$ cat src/rtl/multicycle_control_if.sv
// Memory handshake between the multicycle controller (master) and the memory system (slave).
// A request stays open until mem_ready is seen in the same cycle as mem_req.
interface multicycle_control_if;
    logic mem_req;
    logic MemRead;
    logic MemWrite;
    logic mem_ready;

    modport master (
        output mem_req,
        output MemRead,
        output MemWrite,
        input  mem_ready
    );

    modport slave (
        input  mem_req,
        input  MemRead,
        input  MemWrite,
        output mem_ready
    );
endinterface

$ cat src/rtl/multicycle_control.sv
// Multicycle LEGv8-subset control unit: FETCH/DECODE/EXEC/MEM/WB sequencer with memory-wait
// timeout into HALT. Optional performance counters are enabled by defining PERF_CNT_EN.
module multicycle_control #(
    parameter int unsigned WAIT_MAX = 15
) (
    input  logic                 clock,
    input  logic                 reset_n,
    input  logic [31:0]          instruction,
    input  logic                 ALUzero,
    multicycle_control_if.master mem,
    output logic                 IRWrite,
    output logic                 PCWrite,
    output logic                 PCSrc,
    output logic                 Reg2Loc,
    output logic                 ALUSrc,
    output logic                 MemtoReg,
    output logic                 RegWrite,
    output logic                 Branch,
    output logic                 UnCondBranch,
    output logic [3:0]           ALUop,
    output logic [2:0]           state,
    output logic                 halted,
    output logic [31:0]          cycle_count,
    output logic [31:0]          instr_count
);

    typedef enum logic [2:0] {
        StFetch  = 3'd0,
        StDecode = 3'd1,
        StExec   = 3'd2,
        StMem    = 3'd3,
        StWb     = 3'd4,
        StHalt   = 3'd7
    } stateT;

    typedef enum logic [3:0] {
        ClsLdur,
        ClsStur,
        ClsAdd,
        ClsSub,
        ClsAnd,
        ClsOrr,
        ClsCbz,
        ClsB,
        ClsIllegal
    } classT;

    localparam logic [3:0] AluAnd   = 4'b0000;
    localparam logic [3:0] AluOrr   = 4'b0001;
    localparam logic [3:0] AluAdd   = 4'b0010;
    localparam logic [3:0] AluSub   = 4'b0110;
    localparam logic [3:0] AluPassB = 4'b0111;

    // Last tolerated wait count; the next not-ready cycle at this value halts the core.
    localparam logic [7:0] WaitLast = 8'(WAIT_MAX - 1);

    stateT      stateQ, stateD;
    classT      classQ, classD;
    classT      decCls;
    logic [7:0] waitCntQ, waitCntD;

    logic memReq, memRead, memWrite;
    logic irWrite, pcWrite, pcSrc, reg2Loc, aluSrc, memtoReg, regWrite, branch, unCondBranch;
    logic [3:0] aluOp;

    logic unusedInstr;
    assign unusedInstr = ^instruction[20:0];

    always_comb begin
        decCls = ClsIllegal;
        if (instruction[31:21] == 11'h7C2) begin
            decCls = ClsLdur;
        end else if (instruction[31:21] == 11'h7C0) begin
            decCls = ClsStur;
        end else if (instruction[31:21] == 11'h458) begin
            decCls = ClsAdd;
        end else if (instruction[31:21] == 11'h658) begin
            decCls = ClsSub;
        end else if (instruction[31:21] == 11'h450) begin
            decCls = ClsAnd;
        end else if (instruction[31:21] == 11'h550) begin
            decCls = ClsOrr;
        end else if (instruction[31:24] == 8'hB4) begin
            decCls = ClsCbz;
        end else if (instruction[31:26] == 6'h05) begin
            decCls = ClsB;
        end
    end

    always_ff @(posedge clock or negedge reset_n) begin
        if (!reset_n) begin
            stateQ   <= StFetch;
            classQ   <= ClsIllegal;
            waitCntQ <= 8'd0;
        end else begin
            stateQ   <= stateD;
            classQ   <= classD;
            waitCntQ <= waitCntD;
        end
    end

    always_comb begin
        stateD       = stateQ;
        classD       = classQ;
        waitCntD     = waitCntQ;
        memReq       = 1'b0;
        memRead      = 1'b0;
        memWrite     = 1'b0;
        irWrite      = 1'b0;
        pcWrite      = 1'b0;
        pcSrc        = 1'b0;
        reg2Loc      = 1'b0;
        aluSrc       = 1'b0;
        memtoReg     = 1'b0;
        regWrite     = 1'b0;
        branch       = 1'b0;
        unCondBranch = 1'b0;
        aluOp        = 4'b0000;

        unique case (stateQ)
            StFetch: begin
                memReq  = 1'b1;
                memRead = 1'b1;
                if (mem.mem_ready) begin
                    irWrite  = 1'b1;
                    stateD   = StDecode;
                    waitCntD = 8'd0;
                end else if (waitCntQ == WaitLast) begin
                    stateD   = StHalt;
                    waitCntD = 8'd0;
                end else begin
                    waitCntD = waitCntQ + 8'd1;
                end
            end

            StDecode: begin
                // Latch the class so later states do not depend on the instruction bus.
                classD = decCls;
                stateD = (decCls == ClsIllegal) ? StHalt : StExec;
            end

            StExec: begin
                unique case (classQ)
                    ClsAdd, ClsSub, ClsAnd, ClsOrr: begin
                        stateD = StWb;
                        unique case (classQ)
                            ClsAdd:  aluOp = AluAdd;
                            ClsSub:  aluOp = AluSub;
                            ClsAnd:  aluOp = AluAnd;
                            default: aluOp = AluOrr;
                        endcase
                    end
                    ClsLdur, ClsStur: begin
                        aluSrc  = 1'b1;
                        aluOp   = AluAdd;
                        reg2Loc = (classQ == ClsStur);
                        stateD  = StMem;
                    end
                    ClsCbz: begin
                        reg2Loc = 1'b1;
                        aluOp   = AluPassB;
                        branch  = 1'b1;
                        pcWrite = 1'b1;
                        pcSrc   = ALUzero;
                        stateD  = StFetch;
                    end
                    ClsB: begin
                        unCondBranch = 1'b1;
                        pcWrite      = 1'b1;
                        pcSrc        = 1'b1;
                        stateD       = StFetch;
                    end
                    default: stateD = StHalt;
                endcase
            end

            StMem: begin
                memReq   = 1'b1;
                memRead  = (classQ == ClsLdur);
                memWrite = (classQ == ClsStur);
                if (mem.mem_ready) begin
                    waitCntD = 8'd0;
                    if (classQ == ClsStur) begin
                        pcWrite = 1'b1;
                        stateD  = StFetch;
                    end else begin
                        stateD = StWb;
                    end
                end else if (waitCntQ == WaitLast) begin
                    stateD   = StHalt;
                    waitCntD = 8'd0;
                end else begin
                    waitCntD = waitCntQ + 8'd1;
                end
            end

            StWb: begin
                regWrite = 1'b1;
                memtoReg = (classQ == ClsLdur);
                pcWrite  = 1'b1;
                stateD   = StFetch;
            end

            StHalt: stateD = StHalt;

            default: stateD = StHalt;
        endcase
    end

    // Reset forces every strobe low at once, even though the state already reads FETCH.
    always_comb begin
        mem.mem_req  = memReq & reset_n;
        mem.MemRead  = memRead & reset_n;
        mem.MemWrite = memWrite & reset_n;
        IRWrite      = irWrite & reset_n;
        PCWrite      = pcWrite & reset_n;
        PCSrc        = pcSrc & reset_n;
        Reg2Loc      = reg2Loc & reset_n;
        ALUSrc       = aluSrc & reset_n;
        MemtoReg     = memtoReg & reset_n;
        RegWrite     = regWrite & reset_n;
        Branch       = branch & reset_n;
        UnCondBranch = unCondBranch & reset_n;
        ALUop        = aluOp & {4{reset_n}};
    end

    assign state  = stateQ;
    assign halted = (stateQ == StHalt);

`ifdef PERF_CNT_EN
    logic [31:0] cycleCntQ, instrCntQ;

    always_ff @(posedge clock or negedge reset_n) begin
        if (!reset_n) begin
            cycleCntQ <= 32'd0;
            instrCntQ <= 32'd0;
        end else begin
            if (stateQ != StHalt) begin
                cycleCntQ <= cycleCntQ + 32'd1;
            end
            if (pcWrite) begin
                instrCntQ <= instrCntQ + 32'd1;
            end
        end
    end

    assign cycle_count = cycleCntQ;
    assign instr_count = instrCntQ;
`else
    assign cycle_count = 32'd0;
    assign instr_count = 32'd0;
`endif

endmodule

$ cat src/flat_wrapper.sv
// flat-port wrapper written by rule: the top's interface ports become plain ports
module multicycle_control_flat 
#(
    parameter int unsigned WAIT_MAX = 15
)
  (clock, reset_n, instruction, ALUzero, IRWrite, PCWrite, PCSrc, Reg2Loc, ALUSrc, MemtoReg, RegWrite, Branch, UnCondBranch, ALUop, state, halted, cycle_count, instr_count, mem_mem_req, mem_MemRead, mem_MemWrite, mem_mem_ready);
  multicycle_control_if mem_i ();
  input  logic clock;
  input  logic reset_n;
  input  logic [31:0] instruction;
  input  logic ALUzero;
  output logic IRWrite;
  output logic PCWrite;
  output logic PCSrc;
  output logic Reg2Loc;
  output logic ALUSrc;
  output logic MemtoReg;
  output logic RegWrite;
  output logic Branch;
  output logic UnCondBranch;
  output logic [3:0] ALUop;
  output logic [2:0] state;
  output logic halted;
  output logic [31:0] cycle_count;
  output logic [31:0] instr_count;
  output wire logic [$bits(mem_i.mem_req)-1:0] mem_mem_req;
  output wire logic [$bits(mem_i.MemRead)-1:0] mem_MemRead;
  output wire logic [$bits(mem_i.MemWrite)-1:0] mem_MemWrite;
  input wire logic [$bits(mem_i.mem_ready)-1:0] mem_mem_ready;
  assign mem_mem_req = mem_i.mem_req;
  assign mem_MemRead = mem_i.MemRead;
  assign mem_MemWrite = mem_i.MemWrite;
  assign mem_i.mem_ready = mem_mem_ready;
  multicycle_control #(.WAIT_MAX(WAIT_MAX)) u_core (.clock(clock), .reset_n(reset_n), .instruction(instruction), .ALUzero(ALUzero), .mem(mem_i), .IRWrite(IRWrite), .PCWrite(PCWrite), .PCSrc(PCSrc), .Reg2Loc(Reg2Loc), .ALUSrc(ALUSrc), .MemtoReg(MemtoReg), .RegWrite(RegWrite), .Branch(Branch), .UnCondBranch(UnCondBranch), .ALUop(ALUop), .state(state), .halted(halted), .cycle_count(cycle_count), .instr_count(instr_count));
endmodule
$ cat config.mk
export PLATFORM = sky130hd
export DESIGN_NAME = multicycle_control_flat
export DESIGN_NICKNAME = d
export VERILOG_FILES = /design/src/rtl/multicycle_control_if.sv /design/src/rtl/multicycle_control.sv /design/src/flat_wrapper.sv
export SDC_FILE = /design/constraint.sdc
export NUM_CORES = 1
export LEC_CHECK = 0
export BUFFER_PORTS_ARGS = -buffer_cell sky130_fd_sc_hd__buf_2
export CAP_MARGIN = 20
export CORE_MARGIN = 2
export CORE_UTILIZATION = 35
export DETAILED_ROUTE_END_ITERATION = 8
export PLACE_DENSITY_LB_ADDON = 0.05
export SYNTH_ARGS = -nofsm -noshare
export SYNTH_HDL_FRONTEND = slang
export SYNTH_SLANG_ARGS = --single-unit
$ cat constraint.sdc
create_clock -name clock -period 2.1 [get_ports clock]
set_input_delay 0.42 -clock clock [delete_from_list [all_inputs] [get_ports clock]]
set_output_delay 0.42 -clock clock [all_outputs]
set_load 0.01 [all_outputs]
After elaboration in Yosys (flattened, before gate mapping)
Cells that the tools add are included.
{"block": "word_totals", "mem_bits_rw": 0, "output_inout_bits": 84, "latchBits": 0, "mem_count": 0, "rom_bits": 0, "ff_bits": 15, "wordCells": 86, "in_bits": 36}
{"block": "op_classes", "n_addsub": 1, "shift": 0, "n_bitwise": 13, "n_eq_ne": 22, "reduce_logical": 6, "n_mux": 41, "div": 0, "order_cmp": 0, "mul": 0}
{"operator": "$eq 11x11->1 const B", "count": 6}
{"operator": "$mux 4", "count": 9}
{"operator": "$pmux 3 s3", "count": 2}
{"operator": "$mux 1", "count": 17}
{"operator": "$eq 4x3->1 const B", "count": 4}
{"operator": "$mux 8", "count": 2}
{"operator": "$mux 3", "count": 5}
{"operator": "$pmux 3 s5", "count": 1}
{"operator": "$and 1x1->1", "count": 12}
{"operator": "$pmux 4 s3", "count": 1}
{"operator": "$add 8x1->8 const B", "count": 1}
{"operator": "$eq 4x2->1 const B", "count": 2}
{"operator": "$eq 8x4->1 const B", "count": 1}
{"operator": "$eq 8x8->1 const B", "count": 1}
{"operator": "$eq 3x2->1 const B", "count": 2}
{"operator": "$eq 3x3->1 const B", "count": 2}
{"operator": "$eq 6x3->1 const B", "count": 1}
{"operator": "$pmux 1 s2", "count": 3}
{"operator": "$reduce_or 2->1", "count": 3}
{"operator": "$and 4x4->4", "count": 1}
{"operator": "$eq 4x1->1 const B", "count": 1}
{"operator": "$eq 4x4->1 const B", "count": 1}
{"operator": "$logic_not 4->1", "count": 1}
{"operator": "$reduce_or 4->1", "count": 1}
{"operator": "other kinds (3)", "count": 3}

Longest topological paths before layout
Gate-level depths: netlist (run 1).
{"block": "depth", "depth_word": 12, "ltp_mapped": 6, "depth_no_buf": 6}

Worst setup path after synthesis (run 1)
OpenSTA, ideal clock, no wires.
{"block": "synth_path", "path_kind": "reg-to-output", "startpoint": "reg u_core.stateQ[2] (netlist: u_core.state[2])", "endpoint": "out PCSrc", "n_path_buf": 1, "stages_incl_launch_ff": 4, "slack_ps": 134, "arrival_ps": 1546, "t_required_ps": 1680, "path_cell_list": "dfrtp_1 clkbuf_1 or4_1 nor3_1"}
{"block": "synth_between", "elab_chain_cells": 3}
{"item": "start, declared", "line_no": "multicycle_control.sv:57", "source": "stateT stateQ, stateD;"}
{"item": "start signal, assigned", "line_no": "multicycle_control.sv:92", "source": "stateQ <= StFetch;"}
{"item": "start signal, assigned", "line_no": "multicycle_control.sv:96", "source": "stateQ <= stateD;"}
{"item": "$eq 3x2->1", "line_no": "multicycle_control.sv:120", "source": "unique case (stateQ)"}
{"item": "$mux 1", "line_no": "multicycle_control.sv:120"}
{"item": "$and 1x1->1", "line_no": "multicycle_control.sv:217", "source": "PCSrc = pcSrc & reset_n;"}
{"item": "end, declared", "line_no": "flat_wrapper.sv:14", "source": "output logic PCSrc;"}
No other way between the ends.

Worst setup path in the final report (run 1)
{"block": "layout_path", "startpoint": "reg u_core.stateQ[1] (netlist: u_core.state[1])", "endpoint": "out PCSrc"}
Same word-level chain as after synthesis.

==> metrics.md, run 1 <==
| Metric | Value |
|---|---|
| Status | `finished clean` |
| Number of flops mapped to enable cells by yosys | `0` |
| Min cycle time layout | `between 2000 and 2500 ps` |
| Avg Cell Area, Syn | `8.00 µm²` |
| WL final | `3530 µm` |
| Critical Path RT | `between 1500 and 2000 ps` |
| Largest net degree at the start of global routing | `21` |
| Worst-skew pair later-pin latency | `roughly 250 ps` |
| Vias in the first global route | `1,173` |
| CP top delay family | `simple AND/OR/NAND/NOR gates` |
| DP Worst Slack | `160 ps` |
| Clk_skew | `5.13 ps` |
| CTS tree | `done` |
| Worst setup margin | `62.8 ps` |
| Via count | `approximately 1,400` |
| Cell Rows | `25` |
| Global-route usage over all layers | `12.9%` |
| Pleak | `0.938 nW` |
| Critical path startpoint category | `flip-flop` |
| Chip Height | `74.0 µm` |
| Die W | `approximately 74 µm` |
| Initial antenna violation count | `0` |
| Buf/Inv on CP | `1` |
| Crit path DAT | `1620 ps` |
| H-tree levels | `1` |
| Warnings from Yosys | `0` |
| DP HPWL | `about 2800 µm` |
| Final Slew Violations | `0` |
| HP Class | `in -> async` |
| Layout Cell Area excl Fill | `1850 µm²` |
| Clock Path Buffers | `2` |
| Post-route clock period utilization | `97.0%` |
| Critical-path cell list | `nand2_1 > or4_4 > nor3_1 > buf_2` |
| Final setup vio count | `0` |
| Crit end category | `output port` |
| CTS root buf | `clkbuf_8` |
| Final count of hold timing violations | `0` |
| Initial Util | `36.3%` |
| Routed vias/inst | `4.47` |
| Setup CP Type | `reg -> out` |
| Gr ovfl total | `0` |
| Post-route DRC | `0` |
| Synth cell types | `51` |
| First-pass GRT wire length | `roughly 5500 µm` |
| Antenna diode count | `0` |
| Peak supply drop | `0.204 mV` |
| Full die area | `5470 µm²` |
| Synth Register Bits | `15` |
| Critical Path Max Stage Delay | `470 ps` |
| Final GP Congestion | `0.863` |
| Slowest library cell on the worst path | `or4_4` |
| Area of the mapped netlist | `1710 µm²` |
| Maximum fanout along the worst path | `9` |
| Asr flop ratio synth | `100%` |
| Number of port buffers | `33` |
| Fillers | `507` |
| RSZ-0062 raised after global routing | `yes` |
| CORE AREA | `~4700 µm²` |
| Final ANT Viol Nets | `0` |
| Ports | `120` |
| Final net count | `295` |
| Initial drt markers | `64` |
| Synth-to-Final Area Change | `8.25%` |
| Clock transition at the registers of the reported paths | `approximately 60 ps` |
| Fraction of layout cells with a size suffix above 1 | `around a quarter` |
| TritonCTS Buffers | `3` |
| Placed cell area | `1760 µm²` |
| Register area share after synthesis | `22.0%` |
| Post-Synthesis Cells | `between 200 and 250` |
| Clk sink count | `15` |
| Fmax achieved | `491 MHz` |
| Power Density | `around 340 nW/µm²` |
| Max-Cap Viols | `0` |
| 1st-pass router iterations | `4` |
| WL/cell | `10.9 µm` |
| Synth Flop Type | `dfrtp_1` |
final cells by class:
cell class	count	area [µm²]	area share (%)
timing repair buffer	46	263	14.2
sequential	15	380	20.5
tap	67	83.8	4.52
inverter	5	18.8	1.01
clock inverter	1	5.00	0.270
clock buffer	3	41.3	2.23
multi-input combinational	186	1060	57.3
worst reg2reg max path: cells and delay by family (launching register included):
family | cells | cell delay (ps)
AOI/OAI and AO/OA | 1 | 220
DFF | 1 | 400
and+or+nand+nor | 2 | 380
buffers and inverters | 2 | 270
adders and majority gates | 1 | 140
muxes | 1 | 280
cells in the mapped netlist, types with 3 or more instances:
cell | count | area (µm²)
xor2_1 | 3 | 26.3
nor3_1 | 5 | 25.0
and3b_1 | 3 | 26.3
nor2b_1 | 6 | 37.5
dfrtp_1 | 14 | 350
clkbuf_1 | 5 | 18.8
inv_1 | 5 | 18.8
and3_1 | 7 | 43.8
nand2_1 | 14 | 52.6
nor4_1 | 3 | 18.8
nor4b_1 | 3 | 26.3
o21ai_0 | 11 | 55.1
a21oi_1 | 5 | 25.0
a22o_1 | 5 | 43.8
or3_1 | 3 | 18.8
nor2_1 | 12 | 45.0
and2_1 | 3 | 18.8
nand3_1 | 4 | 20.0
buf_4 | 65 | 488
worst paths after layout:
kind	start	endpoint	slack, ps	cells after the start
worst max-delay path	u_core.state[1]	PCSrc	60	4
worst min-delay path	reset_n	u_core.waitCntQ[7]	150	2
worst max register to register	u_core.waitCntQ[0]	u_core.waitCntQ[0]	300	7
worst min register to register	u_core.waitCntQ[7]	u_core.waitCntQ[7]	540	2
max in group asynchronous	reset_n	u_core.classQ[3]	1690	2
min in group clock	mem_mem_ready	u_core.state[1]	520	2
stage by stage:
stage	cells	power, mW	setup TNS (ps)	util [%]	hold WS, ps
5_1_grt	323	0.659	-19.9	39.3	153
4_1_cts	321	0.627	0	38.4	151
3_5_place_dp	317	0.390	0	37.3	422
6_report	323	0.624	0	39.3	146
3_3_place_gp	317	0.390	0	37.3	418
2_1_floorplan	278	0.447	0	-	124
per-layer routing:
| layer | routed length (µm) | vias to the layer above | global-route usage, % |
|---|---|---|---|
| li1 | - | 704 | - |
| met1 | 1680 | 665 | 18.9 |
| met2 | 1560 | 70 | 19.3 |
| met3 | 246 | 4 | 1.36 |
| met4 | 47 | 0 | 4.85 |
| met5 | 0 | - | 0 |
sequential cells by signal, indices dropped and copies added, names as in the netlist:
register	flops
u_core.classQ	4
u_core.state	3
u_core.waitCntQ	8
kinds of logic (layout without fill, tap and decap cells):
group / count (synthesis) / after routing / synth area share (%)
fa+ha+maj: 2 / 2 / 1.46
buf+inv: 77 / 55 / 31.6
flops: 15 / 15 / 22.0
compound gates: 40 / 40 / 17.7
simple gates: 74 / 74 / 24.4
xor+xnor: 4 / 4 / 2.05
other cells: 1 / 65 / 0.219
mux: 1 / 1 / 0.657
report_power, final:
part | switching, mW | internal, mW
registers | 0 | 0.289
clock network | 0.105 | 0.131
logic | 0.0797 | 0.0185
placed cells by master (no fill, tap or decap), types with 6 or more instances in the layout:
cell type,n
o21ai_0,11
and3_1,7
buf_4,13
nor2_1,10
conb_1,65
nor2b_1,6
nand2_1,14
dfrtp_1,11
buf_2,33
timing repair:
action / CTS / global route
buffers inserted: 0 / 2
hold buffers: 0 / 0
resized for setup: 2 / 7
endpoints found under the setup margin: 5 / 7
Power figures use the tool's default switching activity.
==> run 2, diff against run 1 <==
- CORE_MARGIN: 2 -> 1
- GPL_TIMING_DRIVEN: unset -> 0
==> run 2 against run 1 <==
  * Final cell count up 20%
  * Power up 15%
  * Worst setup slack worse by 6.4 ps
  * Sequential power about the same
  * Clock skew up 2.1 ps
  * Worst hold slack worse by 110 ps
  * Critical path depth up 1
  * Critical path type unchanged
==> metrics.md, run 2 (synthesis results as in run 1) <==
| Metric | Value |
|---|---|
| Status | `finished clean` |
| Clk_skew | `7.27 ps` |
| Biggest register | `u_core.waitCntQ` |
| 1st-pass router iterations | `4` |
| CORE AREA | `4720 µm²` |
| Most frequent cells in the layout | `buf_4, conb_1, buf_2` |
| Min cycle time layout | `between 2000 and 2500 ps` |
| Antenna diode count | `0` |
| Clock transition at the registers of the reported paths | `70 ps` |
| CTS tree | `done` |
| Synth-to-Final Area Change | `38.9%` |
| Global-route usage over all layers | `13.7%` |
| Clock Path Buffers | `2` |
| End-of-flow core utilization | `50.4%` |
| CP top delay family | `simple AND/OR/NAND/NOR gates` |
| Hold_buf cts | `0` |
| Fraction of layout cells with a size suffix above 1 | `43.3%` |
| Final setup vio count | `0` |
| Sequential Area | `382 µm²` |
| Pleak | `1.30 nW` |
| Clk sink count | `15` |
| Max reg flops | `8` |
| Ports | `120` |
| Multi-input logic area | `about 1100 µm²` |
| Critical path startpoint category | `flip-flop` |
| Post-route clock period utilization | `97.3%` |
| Critical-path cell list | `buf_6 > nand2_4 > or4_4 > a21oi_1 > buf_2` |
| Final count of hold timing violations | `0` |
| Via count | `1,580` |
| First-pass GRT wire length | `5720 µm` |
| Final Slew Violations | `0` |
| Chip Height | `72.0 µm` |
| Non-filler instance count after layout | `approximately 390` |
| Power Density | `300 nW/µm²` |
| Crit path DAT | `1620 ps` |
| Fillers | `510` |
| Peak supply drop | `between 0.15 and 0.2 mV` |
| Worst slew pin tran | `roughly 580 ps` |
| Worst-skew pair later-pin latency | `250 ps` |
| H-tree levels | `1` |
| Post-route DRC | `0` |
| Initial antenna violation count | `0` |
| HP Class | `in -> async` |
| Critical Path RT | `1680 ps` |
| CTS root buf | `clkbuf_8` |
| TritonCTS Buffers | `3` |
| Dpl cells | `378` |
| Die W | `approximately 72 µm` |
| Final net count | `360` |
| Cell Rows | `25` |
| Fmax achieved | `489 MHz` |
| WL final | `3710 µm` |
| Crit end category | `output port` |
| Max-Cap Viols | `0` |
| Vias in the first global route | `1,242` |
| Max-slew headroom | `60.6%` |
| Routed vias/inst | `4.07` |
| Maximum fanout along the worst path | `8` |
| DP HPWL | `2920 µm` |
| Final ANT Viol Nets | `0` |
| Critical Path Max Stage Delay | `530 ps` |
| Buf/Inv on CP | `2` |
| RSZ-0062 raised after global routing | `yes` |
| Largest net degree at the start of global routing | `22` |
| Gr ovfl total | `0` |
| Initial drt markers | `just under 60` |
| WL/cell | `9.56 µm` |
| Number of port buffers | `33` |
| Setup CP Type | `reg -> out` |
| Slowest library cell on the worst path | `or4_4` |
| Most common cell after layout, fill and taps aside | `buf_4` |
| Final GP Congestion | `0.732` |
| Full die area | `5180 µm²` |
| Initial Util | `36.3%` |
-- run 2: worst reg2reg max path, cell delays in order, from the launching register on --
cell and delay, ps:
dfrtp_1 410, inv_1 90, ha_1 150, nor4b_1 490
a21o_2 320, nor2_1 140, mux2_2 280
-- run 2: path summary, 6_finish.rpt --
path                                    startpoint            endpoint  slack, ps  cells past startpoint
worst max-delay path               u_core.state[1]            ALUop[1]         60                      5
worst min-delay path                       reset_n  u_core.waitCntQ[3]         40                      1
worst max register to register  u_core.waitCntQ[0]  u_core.waitCntQ[0]        120                      6
min in group clock                   mem_mem_ready     u_core.state[1]        530                      2
max in group asynchronous                  reset_n    u_core.classQ[3]       1780                      1
worst min register to register  u_core.waitCntQ[7]  u_core.waitCntQ[7]        540                      2
-- run 2: cell type report --
type / instances / area share [%]
Clock buffer: 3 / 1.74
Inverter: 5 / 0.789
Sequential cell: 15 / 16.0
Multi-Input combinational cell: 186 / 46.1
Buffer: 68 / 21.4
Timing Repair Buffer: 43 / 10.2
Clock inverter: 1 / 0.210
Tap cell: 67 / 3.52
-- run 2: where the power goes --
group | switching, mW | internal (mW) | leakage, nW
Clock | 0.105 | 0.131 | 0.0255
Sequential | 0 | 0.289 | 0.158
Combinational | 0.0937 | 0.0952 | 1.12
-- run 2: timing repair --
action / in CTS / in global routing
gates resized for setup: 11 / 11
setup endpoints to repair: 16 / 10
buffers inserted: 1 / 9
pin swaps: 1 / 3
-- run 2: layer usage --
| metal | vias up | routed length, µm | track usage, % |
|---|---|---|---|
| li1 | 834 | - | - |
| met1 | 663 | 1710 | 18.8 |
| met2 | 81 | 1590 | 21.7 |
| met3 | 2 | 372 | 2.64 |
| met4 | 0 | 32 | 4.58 |
| met5 | - | 0 | 0 |
-- run 2: metrics by stage --
step                      setup WS [ps]  hold WS, ps  power, mW  TNS [ps]  instance area [µm²]
after floorplan                     134          124      0.447         0                 1950
after global placement             -132          378      0.476      -479                 2200
after detailed placement           -148          387      0.477      -534                 2200
after CTS                         -1.28         37.8      0.714     -1.28                 2280
after global routing              -46.7         51.9      0.754      -134                 2380
final                              56.4         39.1      0.714         0                 2380
==> run 3, diff against run 2 <==
- clock period: 2.1 -> 2.37 ns (I/O delays scaled with it)
==> run 3 against run 2 <==
  * First-iteration DRC count shrank 19%
  * Clock-buffer cell count unchanged
  * Routed wire length decreased by 3.1%
  * Clock skew hardly changed
  * Combinational power shrank 12%
  * Via count shrank 2.9%
  * Largest cell class unchanged
  * Final cell count fell by 1.8%
  * Sequential share of layout area increased by 0.62 points
  * Worst setup slack got worse by 1.9 ps
==> metrics.md, run 3 (synthesis results as in run 1) <==
| Metric | Value |
|---|---|
| Clk_skew | `6.90 ps` |
| 1st-pass router iterations | `4` |
| Full die area | `5180 µm²` |
| CORE AREA | `4720 µm²` |
| Critical path startpoint category | `flip-flop` |
| First-pass GRT wire length | `5660 µm` |
| Min cycle time layout | `2320 ps` |
| Most frequent cells in the layout | `buf_4, conb_1, buf_2` |
| Antenna diode count | `0` |
| Final GP Congestion | `0.732` |
| Chip Height | `72.0 µm` |
| Largest net degree at the start of global routing | `22` |
| Pleak | `1.25 nW` |
| Fmax achieved | `432 MHz` |
| Die W | `72.0 µm` |
| DR top layer | `met4` |
| Final net count | `353` |
| Setup CP Type | `reg -> out` |
| Clk sink count | `15` |
| Cell Rows | `25` |
| Hold_buf cts | `0` |
| Fraction of layout cells with a size suffix above 1 | `37.3%` |
| WL/cell | `9.44 µm` |
| RSZ-0062 raised after global routing | `yes` |
| Peak supply drop | `0.126 mV` |
| Fillers | `517` |
| Critical Path RT | `1900 ps` |
| Number of port buffers | `33` |
| Setup TNS Final | `0 ps` |
| Worst setup margin | `54.5 ps` |
| Worst slew pin tran | `between 500 and 600 ps` |
| Max-slew headroom | `60.9%` |
| Met3 WL | `roughly 360 µm` |
| Via count | `roughly 1,500` |
| Met2 routed WL | `1500 µm` |
| Global-route usage over all layers | `13.5%` |
| Sequential Area | `377 µm²` |
| DP Worst Slack | `13.7 ps` |
| Slowest library cell on the worst path | `dfrtp_1` |
| End-of-flow core utilization | `between 40% and 50%` |
| Post-CTS Setup Inserts | `0` |
| WL final | `3600 µm` |
| Worst-skew pair later-pin latency | `250 ps` |
| TritonCTS Buffers | `3` |
| Power Density | `280 nW/µm²` |
| Clock Path Buffers | `2` |
| Maximum fanout along the worst path | `9` |
| Post-route clock period utilization | `97.7%` |
| Crit end category | `output port` |
| Synth-to-Final Area Change | `32.0%` |
| Vias in the first global route | `1,248` |
| Critical-path cell list | `buf_6 > or2_4 > a21oi_1 > and2_1 > o21a_1 > buf_2` |
| Routed vias/inst | `4.03` |
| Status | `finished clean` |
| Final ANT Viol Nets | `0` |
| Gr ovfl total | `0` |
| Crit path DAT | `roughly 1800 ps` |
| CTS tree | `done` |
| Max reg flops | `8` |
| Placed cell area | `2200 µm²` |
| Final setup vio count | `0` |
| HP Class | `in -> async` |
| DP HPWL | `between 2000 and 3000 µm` |
| Final count of hold timing violations | `0` |
| Hold slack | `between 100 and 150 ps` |
| Post-route DRC | `0` |
| Layout Cell Area excl Fill | `2260 µm²` |
| H-tree levels | `1` |
| Clock transition at the registers of the reported paths | `~70 ps` |
| Initial antenna violation count | `0` |
| Initial drt markers | `48` |
| Final Slew Violations | `0` |
| Multi-input logic area | `1050 µm²` |
| Initial Util | `36.3%` |
| Critical Path Max Stage Delay | `390 ps` |
| Wl on met1 | `1690 µm` |
| Biggest register | `u_core.waitCntQ` |
| Max-Cap Viols | `0` |
| Ports | `120` |
| CTS root buf | `clkbuf_8` |
## run 3: cell types whose count changed in the layout (fill, tap and decap cells not counted), sizes merged
| cell | before | now |
|---|---|---|
| clkbuf | 5 | 9 |
| buf | 109 | 98 |
## run 3: path summary, 6_finish.rpt
kind	from	slack (ps)	depth (start not counted)	endpoint
setup / recovery	u_core.state[1]	50	6	mem_MemRead
hold / removal	reset_n	120	1	u_core.waitCntQ[3]
setup reg to reg	u_core.waitCntQ[0]	390	6	u_core.waitCntQ[0]
hold reg to reg	u_core.waitCntQ[7]	540	2	u_core.waitCntQ[7]
max in group asynchronous	reset_n	1970	1	u_core.classQ[3]
min in group clock	u_core.waitCntQ[7]	540	2	u_core.waitCntQ[7]
## run 3: per-layer routing
metal	global-route usage (%)	vias to the layer above
li1	-	817
met1	18.3	634
met2	21.6	78
met3	2.64	5
met4	4.58	0
met5	0	-
## run 3: where the power goes
part           switching (mW)  internal (mW)  total, mW
clock                  0.0937          0.117      0.210
sequential                  0          0.256      0.256
combinational          0.0822         0.0837      0.166
total                   0.176          0.456      0.632
## run 3: final cells by class
| cell class | instances | share of cell area, % |
|---|---|---|
| inverter | 5 | 0.830 |
| multi-input combinational | 186 | 46.3 |
| sequential | 15 | 16.7 |
| tap | 67 | 3.71 |
| buffer | 71 | 23.0 |
| timing repair buffer | 33 | 7.42 |
| clock inverter | 1 | 0.221 |
| clock buffer | 3 | 1.83 |
## run 3: timing repair
item,CTS,global route
endpoints found under the setup margin,1,12
pin swaps,0,1
gates resized for setup,1,6
## run 3: worst max-delay path: cells and delay by family, from the launching register on
family | cells | cell delay [ps]
compound gates | 2 | 480
simple gates | 2 | 460
flops | 1 | 390
buf+inv | 2 | 260
## run 3: per-stage QoR
stage	power [mW]	instances
CTS	0.632	382
global placement	0.422	378
global route	0.665	381
detailed placement	0.423	378
finish	0.632	381
floorplan	0.396	278
